[src/rtl/mdu_div.sv]
// Multi-cycle restoring divider for MIPS DIV/DIVU: quotient for LO, remainder for HI.
// Fixed 33-cycle latency from accept to the done pulse; abort and rst cancel without done.
module mdu_div #(
    parameter int WIDTH = 32,
    parameter int CNT_W = 6
) (
    input  logic             clk,
    input  logic             rst,
    input  logic             start,
    input  logic             is_signed,
    input  logic [WIDTH-1:0] a,
    input  logic [WIDTH-1:0] b,
    input  logic             abort,
    output logic             busy,
    output logic             done,
    output logic [WIDTH-1:0] quotient,
    output logic [WIDTH-1:0] remainder,
    output logic             dbz,
    output logic [1:0]       dbg_state
);

    typedef enum logic [1:0] {
        S_IDLE = 2'd0,
        S_CALC = 2'd1,
        S_FIX  = 2'd2
    } state_e;

    state_e           state_q;
    logic [CNT_W-1:0] cnt_q;
    logic [WIDTH-1:0] rem_q;
    logic [WIDTH-1:0] quo_sh_q;
    logic [WIDTH-1:0] div_q;
    logic             neg_quo_q;
    logic             neg_rem_q;
    logic             dbz_pend_q;
    logic             busy_q;
    logic             done_q;
    logic             dbz_q;
    logic [WIDTH-1:0] quotient_q;
    logic [WIDTH-1:0] remainder_q;

    logic [WIDTH-1:0] a_mag_d;
    logic [WIDTH-1:0] b_mag_d;
    logic [WIDTH:0]   shift_r_d;
    logic             trial_ge_d;
    logic [WIDTH-1:0] trial_d;

    always_comb begin
        a_mag_d    = (is_signed && a[WIDTH-1]) ? -a : a;
        b_mag_d    = (is_signed && b[WIDTH-1]) ? -b : b;
        shift_r_d  = {rem_q, quo_sh_q[WIDTH-1]};
        // The restored remainder is always below the divisor, so the low WIDTH
        // bits of the difference are exact whenever the trial is non-negative.
        trial_ge_d = (shift_r_d >= {1'b0, div_q});
        trial_d    = shift_r_d[WIDTH-1:0] - div_q;
    end

    always_ff @(posedge clk or posedge rst) begin
        if (rst) begin
            state_q     <= S_IDLE;
            cnt_q       <= '0;
            rem_q       <= '0;
            quo_sh_q    <= '0;
            div_q       <= '0;
            neg_quo_q   <= 1'b0;
            neg_rem_q   <= 1'b0;
            dbz_pend_q  <= 1'b0;
            busy_q      <= 1'b0;
            done_q      <= 1'b0;
            dbz_q       <= 1'b0;
            quotient_q  <= '0;
            remainder_q <= '0;
        end else begin
            done_q <= 1'b0;
            dbz_q  <= 1'b0;
            case (state_q)
                S_IDLE: begin
                    if (start && !abort) begin
                        state_q  <= S_CALC;
                        busy_q   <= 1'b1;
                        cnt_q    <= '0;
                        rem_q    <= '0;
                        div_q    <= b_mag_d;
                        // Divide-by-zero keeps the raw dividend so the remainder comes out unnegated.
                        if (b == '0) begin
                            dbz_pend_q <= 1'b1;
                            quo_sh_q   <= a;
                            neg_quo_q  <= 1'b0;
                            neg_rem_q  <= 1'b0;
                        end else begin
                            dbz_pend_q <= 1'b0;
                            quo_sh_q   <= a_mag_d;
                            neg_quo_q  <= is_signed & (a[WIDTH-1] ^ b[WIDTH-1]);
                            neg_rem_q  <= is_signed & a[WIDTH-1];
                        end
                    end
                end
                S_CALC: begin
                    if (abort) begin
                        state_q <= S_IDLE;
                        busy_q  <= 1'b0;
                        cnt_q   <= '0;
                    end else begin
                        if (trial_ge_d) begin
                            rem_q    <= trial_d;
                            quo_sh_q <= {quo_sh_q[WIDTH-2:0], 1'b1};
                        end else begin
                            rem_q    <= shift_r_d[WIDTH-1:0];
                            quo_sh_q <= {quo_sh_q[WIDTH-2:0], 1'b0};
                        end
                        if (cnt_q == CNT_W'(WIDTH - 1)) begin
                            state_q <= S_FIX;
                            cnt_q   <= '0;
                        end else begin
                            cnt_q <= cnt_q + CNT_W'(1);
                        end
                    end
                end
                S_FIX: begin
                    state_q <= S_IDLE;
                    busy_q  <= 1'b0;
                    if (!abort) begin
                        done_q      <= 1'b1;
                        dbz_q       <= dbz_pend_q;
                        quotient_q  <= dbz_pend_q ? '1 : (neg_quo_q ? -quo_sh_q : quo_sh_q);
                        remainder_q <= neg_rem_q ? -rem_q : rem_q;
                    end
                end
                default: begin
                    state_q <= S_IDLE;
                    busy_q  <= 1'b0;
                end
            endcase
        end
    end

    assign busy      = busy_q;
    assign done      = done_q;
    assign dbz       = dbz_q;
    assign quotient  = quotient_q;
    assign remainder = remainder_q;
    assign dbg_state = state_q;

endmodule

[config.mk]
export PLATFORM = sky130hd
export DESIGN_NAME = mdu_div
export DESIGN_NICKNAME = d
export VERILOG_FILES = /design/src/rtl/mdu_div.sv
export SDC_FILE = /design/constraint.sdc
export NUM_CORES = 1
export LEC_CHECK = 0
export CORE_ASPECT_RATIO = 0.5
export CORE_MARGIN = 2
export CORE_UTILIZATION = 50
export DETAILED_ROUTE_END_ITERATION = 16
export PLACE_DENSITY_LB_ADDON = 0.15
export SETUP_SLACK_MARGIN = 0.05
export SLEW_MARGIN = 25
export SYNTH_ARGS = -nofsm -noshare
export SYNTH_HDL_FRONTEND = slang
export SYNTH_SLANG_ARGS = --single-unit
[constraint.sdc]
create_clock -name clk -period 7.8 [get_ports clk]
set_input_delay 1.95 -clock clk [delete_from_list [all_inputs] [get_ports clk]]
set_output_delay 1.95 -clock clk [all_outputs]
set_load 0.03 [all_outputs]
# ---- After elaboration in Yosys (flattened, before gate mapping)
# Index checks and enable logic that the tools add are counted.
# W data, S select, Z words.
dict set report word_totals {
  ff_bits 174
  output_inout_bits 69
  wordCells 76
}
dict set report classes {
  add_sub_neg 6
  n_lt_le_gt_ge 1
  n_reduce_logical 13
  mux 32
  eq_ne 7
  bitwise_logic 4
}
# cell n
set op_table {}
lappend op_table {{$mux W32} 11}
lappend op_table {{$neg A32 Y32} 4}
lappend op_table {{$pmux W32 S2} 2}
lappend op_table {{$ge A33 B32 Y1} 1}
lappend op_table {{$logic_not A32 Y1} 1}
lappend op_table {{$sub A32 B32 Y32} 1}
lappend op_table {{$mux W6} 3}
lappend op_table {{$pmux W6 S2} 1}
lappend op_table {{$mux W1} 10}
lappend op_table {{$reduce_and A2 Y1} 5}
lappend op_table {{$add A6 B1 Y6 const B} 1}
lappend op_table {{$eq A6 B5 Y1 const B} 1}
lappend op_table {{$mux W2} 3}
lappend op_table {{$ne A2 B2 Y1 const B} 3}
lappend op_table {{$pmux W2 S2} 1}
lappend op_table {{$logic_and A1 B1 Y1} 3}
lappend op_table {{$ne A3 B3 Y1 const B} 1}
lappend op_table {{$reduce_and A3 Y1} 1}
lappend op_table {{$and A1 B1 Y1} 2}
lappend op_table {{$eq A2 B1 Y1 const B} 1}
lappend op_table {{$eq A2 B2 Y1 const B} 1}
lappend op_table {{$logic_not A2 Y1} 1}
lappend op_table {{$pmux W1 S2} 1}
lappend op_table {{$reduce_bool A2 Y1} 1}
lappend op_table {{other kinds (3)} 3}

# ---- Longest topological paths before layout
dict set report logic_depth {
  depth_word 5
  ltp_mapped 14
  depth_no_buf 13
}

# ---- Least setup slack after synthesis
# No wires, ideal clock.
dict set report synth_path {
  kind {input port to flip-flop}
  from {input b[24]}
  to {register quo_sh_q[29]}
  cell_stages 9
  t_arrival_ns 4.057
  slack_ns 3.606
  path_buffers 1
  path_cell_list {or4_1 -> or3_1 -> or3_1 -> o21a_1 -> and2_1 -> clkbuf_1 -> o31ai_1 -> xor2_1 -> o22ai_1}
}
dict set report synth_between {
  elab_chain_len 4
}
# item line_no
set synth_rtl {}
lappend synth_rtl {{from (decl)} 12} ;# input logic [WIDTH-1:0] b,
lappend synth_rtl {{$logic_not A32 Y1} 85} ;# if (b == '0) begin
lappend synth_rtl {{$mux W32} 85}
lappend synth_rtl {{$mux W32} 78} ;# if (start && !abort) begin
lappend synth_rtl {{$pmux W32 S2} 76} ;# case (state_q)
lappend synth_rtl {{to (signal assigned)} 92} ;# quo_sh_q <= a_mag_d;
lappend synth_rtl {{to (signal assigned)} 106} ;# quo_sh_q <= {quo_sh_q[WIDTH-2:0], 1'b1};
lappend synth_rtl {{to (signal assigned)} 109} ;# quo_sh_q <= {quo_sh_q[WIDTH-2:0], 1'b0};
lappend synth_rtl {{to (decl)} 31} ;# logic [WIDTH-1:0] quo_sh_q;
# Every way passes these cells. The select of a mux whose other input is x is not followed.
# A chain may end at the register's enable or synchronous reset.

# ---- Worst setup path in the final report
dict set report layout_path {
  from {input b[6]}
  to {register quo_sh_q[8]}
}
# The elaborated chain is that of the path after synthesis.

==> results.tsv <==
metric	value	unit
outcome	finished clean	
maxCapViolCount	0	
rows	38	
start_util	0.510	
grt_setup_unrepaired	false	
async_flop_share	1.00	
synth-edff-count	0	
cp_slowest_cell	or4_1	
drt_wl_total	29200	µm
yosysTopAreaCell	dfrtp_1	
synthesis.nets	1404	
htreeDepth	4	
ys_types	60	
synth_area_leaders	dfrtp_1, xor2_1, o21ai_0	
path_class	input port to flip-flop	
numCtsBuffers	17	
crit_top_cell	and2_1	
rr_startpoint	quo_sh_q[31]$_DFFE_PP0P_	
setup_tns	0	ps
crit_start	b[6]	
syn_to_final_growth	20.2	%
reg2reg_to	rem_q[22]$_DFFE_PP0P_	
yosys_warnings	0	
ios	138	
dpl.hpwl	21300	µm
netlist_area	0.0111	mm²
relSlewSlack	0.368	
utilization	0.613	
final_nets	1509	
max_freq	209	MHz
r2r_cells	13	
grt_pass1_wl	47300	µm
io_buffers	137	
crit_end	quo_sh_q[8]$_DFFE_PP0P_	
tightestPinTransition	942	ps
ctsHoldBuffers	0	
antenna_cells	0	
placed_area	0.0127	mm²
min_path_type	flip-flop to flip-flop	
timing.final.crit_share	0.615	
detail_route.wl_per_cell	17.1	µm
finalSetupViolCount	0	
clockBufferDepth	2	
peakVddDrop	0.178	mV
cts_sinks	174	
layout-drive-gt1-share	0.0418	
die_x	214	µm
synth_area_per_cell	8.52	µm²
power_density	302	mW/mm²
synth_top_area_share	0.394	
grt_max_degree	101	
dr.first_iter.drc_count	757	
core_area	0.0217	mm²
hold_viol	0	
worstPathMaxFanout	20	
root_buffer	clkbuf_16	
startpoint_type	input port	
slew_viol_final	0	
nFillCells	1948	
dr.pass1.iters	6	
power.leakage	0.00569	µW
synth_flop_cell	dfrtp_1	
grt_pass1_vias	9279	
overflow	0	
antenna_found_initial	1	
worstSkewPairLatency	450	ps
yosysSeqAreaShare	0.394	
skew	7.86	ps
num_vias	9913	
cts_tree	built	
yosysMostFrequentCell	dfrtp_1	
ant_nets	0	
die_area	0.0234	mm²
holdPathStages	2	
cp.arrival	5080	ps
min_period	4800	ps
cts_resized	0	
ys_ff_latch	174	
drc	0	
post_cts_buffers	0	
gp_congestion	0.906	
synthTopCellsByCount	dfrtp_1, nand2_1, o21ai_0, a21oi_1, nor2_1	
grt_use_total	0.254	
slowest_delay	600	ps
path_cells	clkdlybuf4s50_1, or4_1, nor4_1, and2_1, nand3_1, o21a_1, and2_1, o31ai_1, xor2_1, o22ai_1	
synthesis.instances	1297	
worstPathRequired	8080	ps
r2r_slack	4290	ps
drt-vias-per-instance	5.79	
cp-end-kind	flip-flop	
die_h	109	µm
final_area	0.0133	mm²
clk_pin_slew	60	ps
==> cell type report <==
class	count	area, µm²	share of cell area
Clock buffer	20	457	0.0344
Clock inverter	9	159	0.0120
Inverter	52	200	0.0151
Multi-Input combinational cell	1010	6290	0.474
Sequential cell	174	4350	0.328
Tap cell	300	375	0.0282
Timing Repair Buffer	147	1450	0.109
==> kinds of logic after synthesis <==
logic type | synth area share
buffers and inverters | 0.0387
AO/OA/AOI/OAI | 0.227
multiplexers | 0.0163
adder cells (fa/ha/maj) | 0.0437
flip-flops | 0.394
XOR/XNOR | 0.116
AND/OR/NAND/NOR | 0.164
==> power by group <==
group | total, µW | internal, µW | switching (µW)
logic | 1800 | 763 | 1040
registers | 1300 | 1050 | 246
clock network | 920 | 550 | 371
total | 4020 | 2360 | 1650
==> registers in the layout, summed over array words and instances, names as in the netlist, 2 cells and up <==
| name | flops |
|---|---|
| cnt_q | 6 |
| dbg_state | 2 |
| div_q | 32 |
| quo_sh_q | 32 |
| quotient | 32 |
| rem_q | 32 |
| remainder | 32 |
==> layer usage <==
| metal | vias to the layer above | routed length, µm | GRT usage | share of wire |
|---|---|---|---|---|
| li1 | 4819 | - | - | - |
| met1 | 4815 | 13400 | 0.336 | 0.46 |
| met2 | 245 | 14100 | 0.436 | 0.48 |
| met3 | 34 | 1320 | 0.0449 | 0.045 |
| met4 | 0 | 384 | 0.0724 | 0.013 |
| met5 | - | 0 | 0 | 0 |
==> how the worst min path moves through the flow <==
stage	from	to	slack (ps)
final	quotient[29]$_DFFE_PP0P_	quotient[29]$_DFFE_PP0P_	470
after global routing	div_q[9]$_DFFE_PP0P_	div_q[9]$_DFFE_PP0P_	510
after CTS	quotient[29]$_DFFE_PP0P_	quotient[29]$_DFFE_PP0P_	480
after detailed placement	quotient[29]$_DFFE_PP0P_	quotient[29]$_DFFE_PP0P_	460
after global placement	quotient[0]$_DFFE_PP0P_	quotient[0]$_DFFE_PP0P_	460
after floorplan	div_q[10]$_DFFE_PP0P_	div_q[10]$_DFFE_PP0P_	450
==> cells in the final DEF, fill, tap and decap left out, types with 3 or more instances in the layout <==
| cell | synthesis | final |
|---|---|---|
| o211ai_1 | 3 | 3 |
| nor2_1 | 95 | 94 |
| o21a_1 | 7 | 7 |
| a21o_1 | 18 | 18 |
| o31ai_2 | 4 | 4 |
| a31oi_1 | 10 | 10 |
| buf_4 | 0 | 9 |
| xor2_1 | 92 | 92 |
| xnor2_1 | 54 | 54 |
| nor3_1 | 16 | 16 |
| mux2i_1 | 18 | 18 |
| o31ai_1 | 31 | 31 |
| and3_1 | 5 | 5 |
| or4_1 | 10 | 10 |
| o21ai_0 | 152 | 152 |
| bufinv_16 | 0 | 4 |
| dfrtp_1 | 174 | 174 |
| o21bai_1 | 4 | 4 |
| nor2b_1 | 9 | 8 |
| nor4_1 | 10 | 10 |
| o22a_1 | 4 | 4 |
| a22oi_1 | 5 | 5 |
| and4_1 | 7 | 7 |
| ha_1 | 37 | 37 |
| a32oi_1 | 6 | 6 |
| or3_1 | 14 | 14 |
| inv_1 | 50 | 49 |
| o22ai_1 | 28 | 28 |
| nand2_2 | 0 | 3 |
| nand3_1 | 17 | 17 |
| o41ai_1 | 17 | 17 |
| a21oi_1 | 107 | 107 |
| nand4_1 | 9 | 9 |
| nand2_1 | 169 | 166 |
| inv_6 | 0 | 3 |
| clkbuf_16 | 0 | 17 |
| nand2b_1 | 9 | 9 |
| o21ai_1 | 6 | 6 |
| clkdlybuf4s50_1 | 0 | 137 |
| and2_1 | 8 | 8 |
==> metrics by stage <==
step / hold slack, ps / std cells / total power (µW) / worst slack, ps
6_report: 474 / 1712 / 4020 / 3000
5_1_grt: 508 / 1712 / 4300 / 2780
4_1_cts: 479 / 1712 / 4020 / 3120
3_5_place_dp: 463 / 1683 / 3090 / 2650
3_3_place_gp: 461 / 1683 / 3060 / 2730
2_1_floorplan: 450 / 1297 / 2620 / 1130
==> worst max-delay path, delay by kind of cell <==
kind / cells / cell delay [ps]
AOI/OAI and AO/OA: 3 / 640
buffers and inverters: 1 / 480
xor gates and xnor gates: 1 / 200
and+or+nand+nor: 5 / 1800
No activity file was read; power rests on OpenSTA's default activity.
